File: src/rtl/axis_pkt_gen_pkg.sv
// Shared definitions for the AXIS packet generator and its receive-side peers:
// FSM encoding, beat geometry and the last-beat tkeep/byte-mask helpers.
package axis_pkt_gen_pkg;

    // Generator FSM states
    typedef enum logic {
        ST_IDLE = 1'b0,
        ST_SEND = 1'b1
    } state_t;

    localparam int BYTES_PER_BEAT = 8;
    localparam int BEAT_DATA_W    = BYTES_PER_BEAT * 8;

    // Byte enables for the final beat given len[2:0]; a zero remainder
    // means the last beat is completely full.
    function automatic logic [BYTES_PER_BEAT-1:0] keep_from_rem(input logic [2:0] rem);
        logic [3:0] sh;
        sh = 4'd8 - {1'b0, rem};
        keep_from_rem = (rem == 3'd0) ? 8'hFF : (8'hFF >> sh);
    endfunction

    // Zero every byte lane whose keep bit is clear, so unused bytes on the
    // wire are deterministic.
    function automatic logic [BEAT_DATA_W-1:0] mask_bytes(
        input logic [BEAT_DATA_W-1:0]    data,
        input logic [BYTES_PER_BEAT-1:0] keep
    );
        logic [BEAT_DATA_W-1:0] res;
        res = '0;
        for (int i = 0; i < BYTES_PER_BEAT; i++) begin
            res[i*8 +: 8] = keep[i] ? data[i*8 +: 8] : 8'h00;
        end
        mask_bytes = res;
    endfunction

endpackage

File: src/rtl/axis_pkt_gen.sv
// AXI-Stream packet generator: takes a byte-length command and emits one
// 64-bit packet of that many bytes, payload = free-running beat counter.
// All stream outputs are registered so they hold naturally under backpressure.
module axis_pkt_gen
    import axis_pkt_gen_pkg::*;
#(
    parameter int DATA_WIDTH = 64,
    parameter int KEEP_WIDTH = DATA_WIDTH / 8,
    parameter int LEN_WIDTH  = 16,
    parameter int CNT_WIDTH  = 32
) (
    input  logic                  axis_aclk,
    input  logic                  axis_aresetn,
    // length command
    input  logic                  cmd_valid,
    output logic                  cmd_ready,
    input  logic [LEN_WIDTH-1:0]  cmd_len_bytes,
    // AXIS master
    output logic                  m_axis_tvalid,
    input  logic                  m_axis_tready,
    output logic [DATA_WIDTH-1:0] m_axis_tdata,
    output logic                  m_axis_tlast,
    output logic [KEEP_WIDTH-1:0] m_axis_tkeep,
    // status
    output logic                  busy,
    output logic                  pkt_done,
    output logic                  len_err,
    output logic [CNT_WIDTH-1:0]  pkt_cnt
);

    // Beat count ceil(len/8) needs LEN_WIDTH-2 bits (65535 -> 8192).
    localparam int BL_W = LEN_WIDTH - 2;

    state_t                r_state;
    logic                  r_cmd_ready;
    logic [BL_W-1:0]       r_beats_left;
    logic [2:0]            r_rem;
    logic [DATA_WIDTH-1:0] r_data_cnt;
    logic                  r_tvalid;
    logic [DATA_WIDTH-1:0] r_tdata;
    logic                  r_tlast;
    logic [KEEP_WIDTH-1:0] r_tkeep;
    logic                  r_busy;
    logic                  r_pkt_done;
    logic                  r_len_err;
    logic [CNT_WIDTH-1:0]  r_pkt_cnt;

    logic                  w_cmd_fire;
    logic                  w_beat_fire;
    logic [LEN_WIDTH:0]    w_len_p7;
    logic [BL_W-1:0]       w_beats;
    logic [2:0]            w_rem;
    logic                  w_first_last;
    logic [KEEP_WIDTH-1:0] w_first_keep;
    logic [BL_W-1:0]       w_bl_dec;
    logic [DATA_WIDTH-1:0] w_data_inc;
    logic                  w_next_last;
    logic [KEEP_WIDTH-1:0] w_next_keep;

    assign w_cmd_fire  = cmd_valid & r_cmd_ready;
    assign w_beat_fire = r_tvalid & m_axis_tready;

    // Command decode: beats = ceil(len/8), remainder selects last-beat keep.
    assign w_len_p7     = {1'b0, cmd_len_bytes} + {{(LEN_WIDTH-2){1'b0}}, 3'd7};
    assign w_beats      = w_len_p7[LEN_WIDTH:3];
    assign w_rem        = cmd_len_bytes[2:0];
    assign w_first_last = (w_beats == {{(BL_W-1){1'b0}}, 1'b1});
    assign w_first_keep = w_first_last ? keep_from_rem(w_rem) : {KEEP_WIDTH{1'b1}};

    // Contents of the beat that follows an accepted non-last beat.
    assign w_bl_dec    = r_beats_left - {{(BL_W-1){1'b0}}, 1'b1};
    assign w_data_inc  = r_data_cnt + {{(DATA_WIDTH-1){1'b0}}, 1'b1};
    assign w_next_last = (w_bl_dec == {{(BL_W-1){1'b0}}, 1'b1});
    assign w_next_keep = w_next_last ? keep_from_rem(r_rem) : {KEEP_WIDTH{1'b1}};

    // Generator FSM: owns every registered output, including the beat
    // presented on the stream, which is loaded one beat ahead of its handshake.
    always_ff @(posedge axis_aclk or negedge axis_aresetn) begin
        if (!axis_aresetn) begin
            r_state      <= ST_IDLE;
            r_cmd_ready  <= 1'b0;
            r_beats_left <= '0;
            r_rem        <= '0;
            r_data_cnt   <= {{(DATA_WIDTH-1){1'b0}}, 1'b1};
            r_tvalid     <= 1'b0;
            r_tdata      <= '0;
            r_tlast      <= 1'b0;
            r_tkeep      <= '0;
            r_busy       <= 1'b0;
            r_pkt_done   <= 1'b0;
            r_len_err    <= 1'b0;
            r_pkt_cnt    <= '0;
        end else begin
            r_pkt_done <= 1'b0;
            r_len_err  <= 1'b0;
            case (r_state)
                ST_IDLE: begin
                    r_cmd_ready <= 1'b1;
                    if (w_cmd_fire) begin
                        if (cmd_len_bytes == '0) begin
                            // zero-length request: flag it, send nothing
                            r_len_err <= 1'b1;
                        end else begin
                            r_state      <= ST_SEND;
                            r_cmd_ready  <= 1'b0;
                            r_busy       <= 1'b1;
                            r_beats_left <= w_beats;
                            r_rem        <= w_rem;
                            r_tvalid     <= 1'b1;
                            r_tlast      <= w_first_last;
                            r_tkeep      <= w_first_keep;
                            r_tdata      <= mask_bytes(r_data_cnt, w_first_keep);
                        end
                    end
                end
                ST_SEND: begin
                    if (w_beat_fire) begin
                        r_data_cnt   <= w_data_inc;
                        r_beats_left <= w_bl_dec;
                        if (r_tlast) begin
                            r_state     <= ST_IDLE;
                            r_cmd_ready <= 1'b1;
                            r_busy      <= 1'b0;
                            r_tvalid    <= 1'b0;
                            r_tlast     <= 1'b0;
                            r_tkeep     <= '0;
                            r_tdata     <= '0;
                            r_pkt_done  <= 1'b1;
                            r_pkt_cnt   <= r_pkt_cnt + {{(CNT_WIDTH-1){1'b0}}, 1'b1};
                        end else begin
                            r_tlast <= w_next_last;
                            r_tkeep <= w_next_keep;
                            r_tdata <= mask_bytes(w_data_inc, w_next_keep);
                        end
                    end
                end
                default: r_state <= ST_IDLE;
            endcase
        end
    end

    assign cmd_ready     = r_cmd_ready;
    assign m_axis_tvalid = r_tvalid;
    assign m_axis_tdata  = r_tdata;
    assign m_axis_tlast  = r_tlast;
    assign m_axis_tkeep  = r_tkeep;
    assign busy          = r_busy;
    assign pkt_done      = r_pkt_done;
    assign len_err       = r_len_err;
    assign pkt_cnt       = r_pkt_cnt;

endmodule

File: config.mk
export PLATFORM = sky130hd
export DESIGN_NAME = axis_pkt_gen
export DESIGN_NICKNAME = d
export VERILOG_FILES = /design/src/rtl/axis_pkt_gen_pkg.sv /design/src/rtl/axis_pkt_gen.sv
export SDC_FILE = /design/constraint.sdc
export NUM_CORES = 1
export LEC_CHECK = 0
export BUFFER_PORTS_ARGS = -buffer_cell sky130_fd_sc_hd__buf_4
export CELL_PAD_IN_SITES_DETAIL_PLACEMENT = 0
export CELL_PAD_IN_SITES_GLOBAL_PLACEMENT = 1
export CORE_ASPECT_RATIO = 1.5
export CORE_MARGIN = 3
export CORE_UTILIZATION = 50
export CTS_BUF_LIST = sky130_fd_sc_hd__clkbuf_8
export DETAILED_ROUTE_END_ITERATION = 8
export PLACE_DENSITY = 0.95
export SLEW_MARGIN = 25
export SYNTH_ARGS = -nofsm -noshare
export SYNTH_HDL_FRONTEND = slang
export SYNTH_SLANG_ARGS = --single-unit
File: constraint.sdc
create_clock -name axis_aclk -period 8.6 [get_ports axis_aclk]
set_clock_uncertainty 0.05 [all_clocks]
set_input_delay 0 -clock axis_aclk [delete_from_list [all_inputs] [get_ports axis_aclk]]
set_output_delay 0 -clock axis_aclk [all_outputs]
set_load 0.01 [all_outputs]
=== Word-level counts from Yosys, hierarchy flattened ===
Index checks and enable logic that the tools add are counted.

* $add $sub $neg: 6
* Equal/unequal tests: 6
* Shifts and indexed selects: 2
* Muxes and demuxes: 59
* Bitwise operators: 4
* Reduce and logical (&&, ||, !) cells: 9

{| class="wikitable"
|+ Operators by type and width
! kind !! count
|-
| 2-to-1 mux 64 bit || 4
|-
| 2-to-1 mux 8 bit || 24
|-
| one-hot mux 64 bit (2 select lines) || 1
|-
| adder 64 x 1 -> 64 bit (second input constant) || 1
|-
| 2-to-1 mux 14 bit || 3
|-
| adder 32 x 1 -> 32 bit (second input constant) || 1
|-
| == test 14 x 1 -> 1 bit (second input constant) || 2
|-
| one-hot mux 14 bit (2 select lines) || 1
|-
| 2-to-1 mux 1 bit || 21
|-
| adder 16 x 3 -> 17 bit (second input constant) || 1
|-
| logical NOT 16 bit || 1
|-
| one-hot mux 8 bit (2 select lines) || 1
|-
| >> shifter 8 x 4 -> 8 bit (first input constant) || 2
|-
| subtractor 14 x 1 -> 14 bit (second input constant) || 1
|-
| AND reduction 3 bit || 3
|-
| one-hot mux 1 bit (2 select lines) || 4
|-
| subtractor 4 x 3 -> 4 bit (first input constant) || 2
|-
| logical NOT 3 bit || 2
|-
| != test 2 x 1 -> 1 bit (second input constant) || 2
|-
| != test 2 bit (second input constant) || 2
|-
| AND reduction 2 bit || 2
|-
| AND reduction 4 bit || 1
|-
| AND 1 bit || 2
|-
| inverter 1 bit || 2
|}

* Flip-flop bits (word level): 191
* Bits of input ports: 20

=== Logic depth before layout (Yosys ltp) ===
* Word-level depth: 8
* Depth in mapped cells: 12
* Mapped depth without buffers: 11

=== Worst setup path before layout ===
Ideal clock, no wire load.

* Kind: reg2reg
* Start point: register r_beats_left[0]
* End point: register r_tdata[41] (netlist: m_axis_tdata[41])
* Library setup time: 0.135 ns
* Data arrival time: 2.796 ns
* Setup slack: 5.619 ns
* Cell stages (with the launch flop): 12
* Buffers on the path: 2
* Clock period less this slack: 2.981 ns
* Cell sequence: dfrtp_1 -> inv_1 -> ha_1 -> or3b_2 -> o21ai_2 -> nand3_2 -> or4_4 -> buf_6 -> buf_6 -> a211o_4 -> o221ai_2 -> a21oi_1

* Cells in the longest elaborated chain, start to end: 7

{| class="wikitable"
|+ RTL lines
! item !! line !! RTL
|-
| from (decl) || axis_pkt_gen.sv:36 || <nowiki>logic [BL_W-1:0] r_beats_left;</nowiki>
|-
| from (signal assigned) || axis_pkt_gen.sv:107 || <nowiki>r_beats_left <= w_beats;</nowiki>
|-
| from (signal assigned) || axis_pkt_gen.sv:119 || <nowiki>r_beats_left <= w_bl_dec;</nowiki>
|-
| subtractor 14 x 1 -> 14 bit || axis_pkt_gen.sv:71 || <nowiki>assign w_bl_dec = r_beats_left - {{(BL_W-1){1'b0}}, 1'b1};</nowiki>
|-
| == test 14 x 1 -> 1 bit || axis_pkt_gen.sv:73 || <nowiki>assign w_next_last = (w_bl_dec == {{(BL_W-1){1'b0}}, 1'b1});</nowiki>
|-
| 2-to-1 mux 8 bit || axis_pkt_gen.sv:74 || <nowiki>assign w_next_keep = w_next_last ? keep_from_rem(r_rem) : {KEEP_WIDTH{1'b1}};</nowiki>
|-
| 2-to-1 mux 8 bit || axis_pkt_gen_pkg.sv:31 || <nowiki>res[i*8 +: 8] = keep[i] ? data[i*8 +: 8] : 8'h00;</nowiki>
|-
| 2-to-1 mux 64 bit || axis_pkt_gen.sv:120 || <nowiki>if (r_tlast) begin</nowiki>
|-
| 2-to-1 mux 64 bit || axis_pkt_gen.sv:117 || <nowiki>if (w_beat_fire) begin</nowiki>
|-
| one-hot mux 64 bit (2 select lines) || axis_pkt_gen.sv:96 || <nowiki>case (r_state)</nowiki>
|-
| to (signal assigned) || axis_pkt_gen.sv:112 || <nowiki>r_tdata <= mask_bytes(r_data_cnt, w_first_keep);</nowiki>
|-
| to (signal assigned) || axis_pkt_gen.sv:133 || <nowiki>r_tdata <= mask_bytes(w_data_inc, w_next_keep);</nowiki>
|-
| to (decl) || axis_pkt_gen.sv:40 || <nowiki>logic [DATA_WIDTH-1:0] r_tdata;</nowiki>
|}

No other way between the ends. The select of a mux whose other input is x is not followed.
A chain may end at the register's enable or synchronous reset.

=== Worst setup path after layout ===
* Start point: register r_state
* End point: register r_tdata[6] (netlist: m_axis_tdata[6])

* Cells in the longest elaborated chain, start to end: 3

{| class="wikitable"
|+ RTL lines
! item !! line !! RTL
|-
| from (decl) || axis_pkt_gen.sv:34 || <nowiki>state_t r_state;</nowiki>
|-
| from (signal assigned) || axis_pkt_gen.sv:80 || <nowiki>r_state <= ST_IDLE;</nowiki>
|-
| from (signal assigned) || axis_pkt_gen.sv:104 || <nowiki>r_state <= ST_SEND;</nowiki>
|-
| from (signal assigned) || axis_pkt_gen.sv:121 || <nowiki>r_state <= ST_IDLE;</nowiki>
|-
| inverter 1 bit (no line) || - ||
|-
| != test 2 bit (no line) || - ||
|-
| AND reduction 3 bit (no line) || - ||
|}

Several ways; a longest one is shown, not always the timed one.

==> impl_metrics.tcl <==
set metrics [dict create \
    status "completed" \
    nets 1354 \
    required_ps 8890 \
    synth.largest_area_cell "dfrtp_1" \
    total_power_mw 3.19 \
    yosysTopAreaCellShare_pct 42.8 \
    tritoncts "yes" \
    grt_max_degree 120 \
    die_w_um 128 \
    path_clk_slew_ps 110 \
    holdBufCountCts 17 \
    drv_slew 0 \
    detail-route-antenna-nets 0 \
    ir_drop_mv 0.144 \
    critPathKind "reg -> reg" \
    min_path_cells 5 \
    synthCells 1219 \
    numCtsBuffers 17 \
    clock-root-buffer "clkbuf_8" \
    initialDrtViolationCount 828 \
    hold_path.class "in -> reg" \
    cap_violations 0 \
    power_leakage_nw 5.61 \
    end_kind "register" \
    port_buffers 129 \
    tns_ps 0 \
    syn_area_um2 11100 \
    vias_per_cell 6.21 \
    drtPass1Iterations 8 \
    reg2regPathDepth 8 \
    slew_headroom_pct 38.3 \
    clock_path_buffers 2 \
    crit_path_top_delay_cell "dfrtp_1" \
    critPathArrivalTime_ps 4290 \
    cpLargestDelayFamily "buffers and inverters" \
    overflow 0 \
    drt_wl_total_mm 32.0 \
    place_ws_ps 4750 \
    yosys_warnings 0 \
    path_cells "clkinv_1 -> nand3_1 -> a21oi_2 -> nor2_4 -> buf_4 -> mux2_2 -> a41oi_1 -> a31oi_1" \
    critPathMaxStageDelay_ps 930 \
    period_share_pct 46.6 \
    whs_ps 54.4 \
    rrSetupSlack_ps 4590 \
    dp_cells 1556 \
    ys_seq_area_share_pct 43.0 \
    rsz0062_at_grt "no" \
    core_um2 21800 \
    drive_gt1_share_pct 16.3 \
    period_needed_ps 4010 \
    cts_setup_buffers 0 \
    num_rows 66 \
    synth_edf_count 0 \
    reg2reg_from "r_state" \
    cp-start-kind "register" \
    min_to "r_beats_left[4]" \
    insertedDiodeCount 0 \
    syn2layout_area_growth_pct 15.1 \
    ioPinCount 130 \
    final_cell_mix "dfrtp_1, buf_4, nand2_1" \
    hold_viol 0 \
    synth_area_leaders "dfrtp_1, xnor2_1, nand2_1" \
    setup_ws_ps 4590 \
    ctsResizeCount 0 \
    fmax_mhz 250 \
    hp-start "cmd_len_bytes[6]" \
    gp_congestion 0.956 \
    yosysUniqueCellTypes 87 \
    ys.flop_type "dfrtp_1" \
    synth_nets 1252 \
    grt_pass1_wl_mm 51.5 \
    final_common_cell "dfrtp_1" \
    initial_core_util_pct 51.0 \
    power_density_nw_per_um2 250 \
    path_max_fanout 43 \
    wl_per_cell_um 19.9 \
    via_count 9968 \
    r2r-end "m_axis_tdata[6]" \
    die_h_um 189 \
    hpwl_mm 22.5 \
    synth-seq-cells 191 \
    grt_usage_pct 26.5 \
    clock-sinks 191 \
    die_area_um2 24100 \
    antenna_found_initial 0 \
    worst_skew_pair.late_latency_ps 490 \
    async_reset_ff_share_pct 100 \
    path_buf_inv 2 \
    worst_pin_slew_ps 925 \
    fin_cells 1606 \
    grt_pass1_vias 9797 \
    finalSetupViolCount 0 \
    drc 0 \
    avgSynthCellArea_um2 9.12 \
    htreeDepth 4 \
]
[flip-flops by register name (all words and copies together) (netlist names), 3 cells and up]
signal	count
m_axis_tdata	64
r_rem	3
pkt_cnt	32
r_data_cnt	64
r_beats_left	14
m_axis_tkeep	8
[final cells by class]
type	instances	area, µm²
repair buffers	157	1250
multi-input cells	930	5930
clock buffers	17	234
inverters	24	90.1
fillers	1965	9010
well taps	272	340
clock inverters	15	174
flip-flops and latches	191	4780
[layer usage]
| layer | GRT usage (%) | up-vias | wire length [µm] |
|---|---|---|---|
| met1 | 32.8 | 4879 | 12800 |
| met3 | 3.66 | 75 | 1650 |
| li1 | - | 4641 | - |
| met2 | 45.4 | 373 | 16100 |
| met5 | 0 | - | 0 |
| met4 | 12.3 | 0 | 1430 |
[worst register-to-register path, stage by stage, from the launching register on]
cell and delay (ps):
dfrtp_1 930, clkinv_1 530, nand3_1 270, a21oi_2 90
nor2_4 720, buf_4 580, mux2_2 440, a41oi_1 180
a31oi_1 70
[power breakdown]
group	leakage [nW]	switching [mW]	total (mW)	internal [mW]
registers	2.51	0.193	1.26	1.07
clock network	0.200	0.367	0.635	0.269
logic	2.90	0.789	1.30	0.510
[per-stage QoR]
step	area (µm²)	utilization, %
final	12800	58.7
after detailed placement	12200	55.9
after floorplan	11100	-
after global placement	12200	55.9
after global routing	12800	58.7
after CTS	12800	58.5
[synthesized netlist by cell type, drive strengths merged (16+ instances only)]
cell type	n
nand2	139
a211oi	36
a21o	23
or3	16
xor2	39
o21ai	45
clkbuf	52
xnor2	71
inv	23
dfrtp	190
buf	22
a21oi	41
and3	30
nor3	33
nand3	77
nor4	23
nand4	32
nor2	117
[logic make-up after synthesis]
family	count (synthesis)	synth area share [%]
AO/OA/AOI/OAI	264	17.1
multiplexers	12	1.18
XOR/XNOR	110	8.67
buffers and inverters	98	3.86
flip-flops	191	43.0
AND/OR/NAND/NOR	531	24.7
adder cells (fa/ha/maj)	13	1.46
[worst max-delay path by stage]
stage / startpoint / to / slack, ps / depth (start not counted)
2_1_floorplan: r_beats_left[0] / m_axis_tdata[41] / 5620 / 11
3_3_place_gp: r_state / m_axis_tdata[6] / 4880 / 8
3_5_place_dp: r_state / m_axis_tdata[6] / 4750 / 8
4_1_cts: r_state / m_axis_tdata[6] / 4710 / 8
5_1_grt: r_state / m_axis_tdata[6] / 4380 / 8
6_report: r_state / m_axis_tdata[6] / 4590 / 8
(Power assumes the default switching activity.)
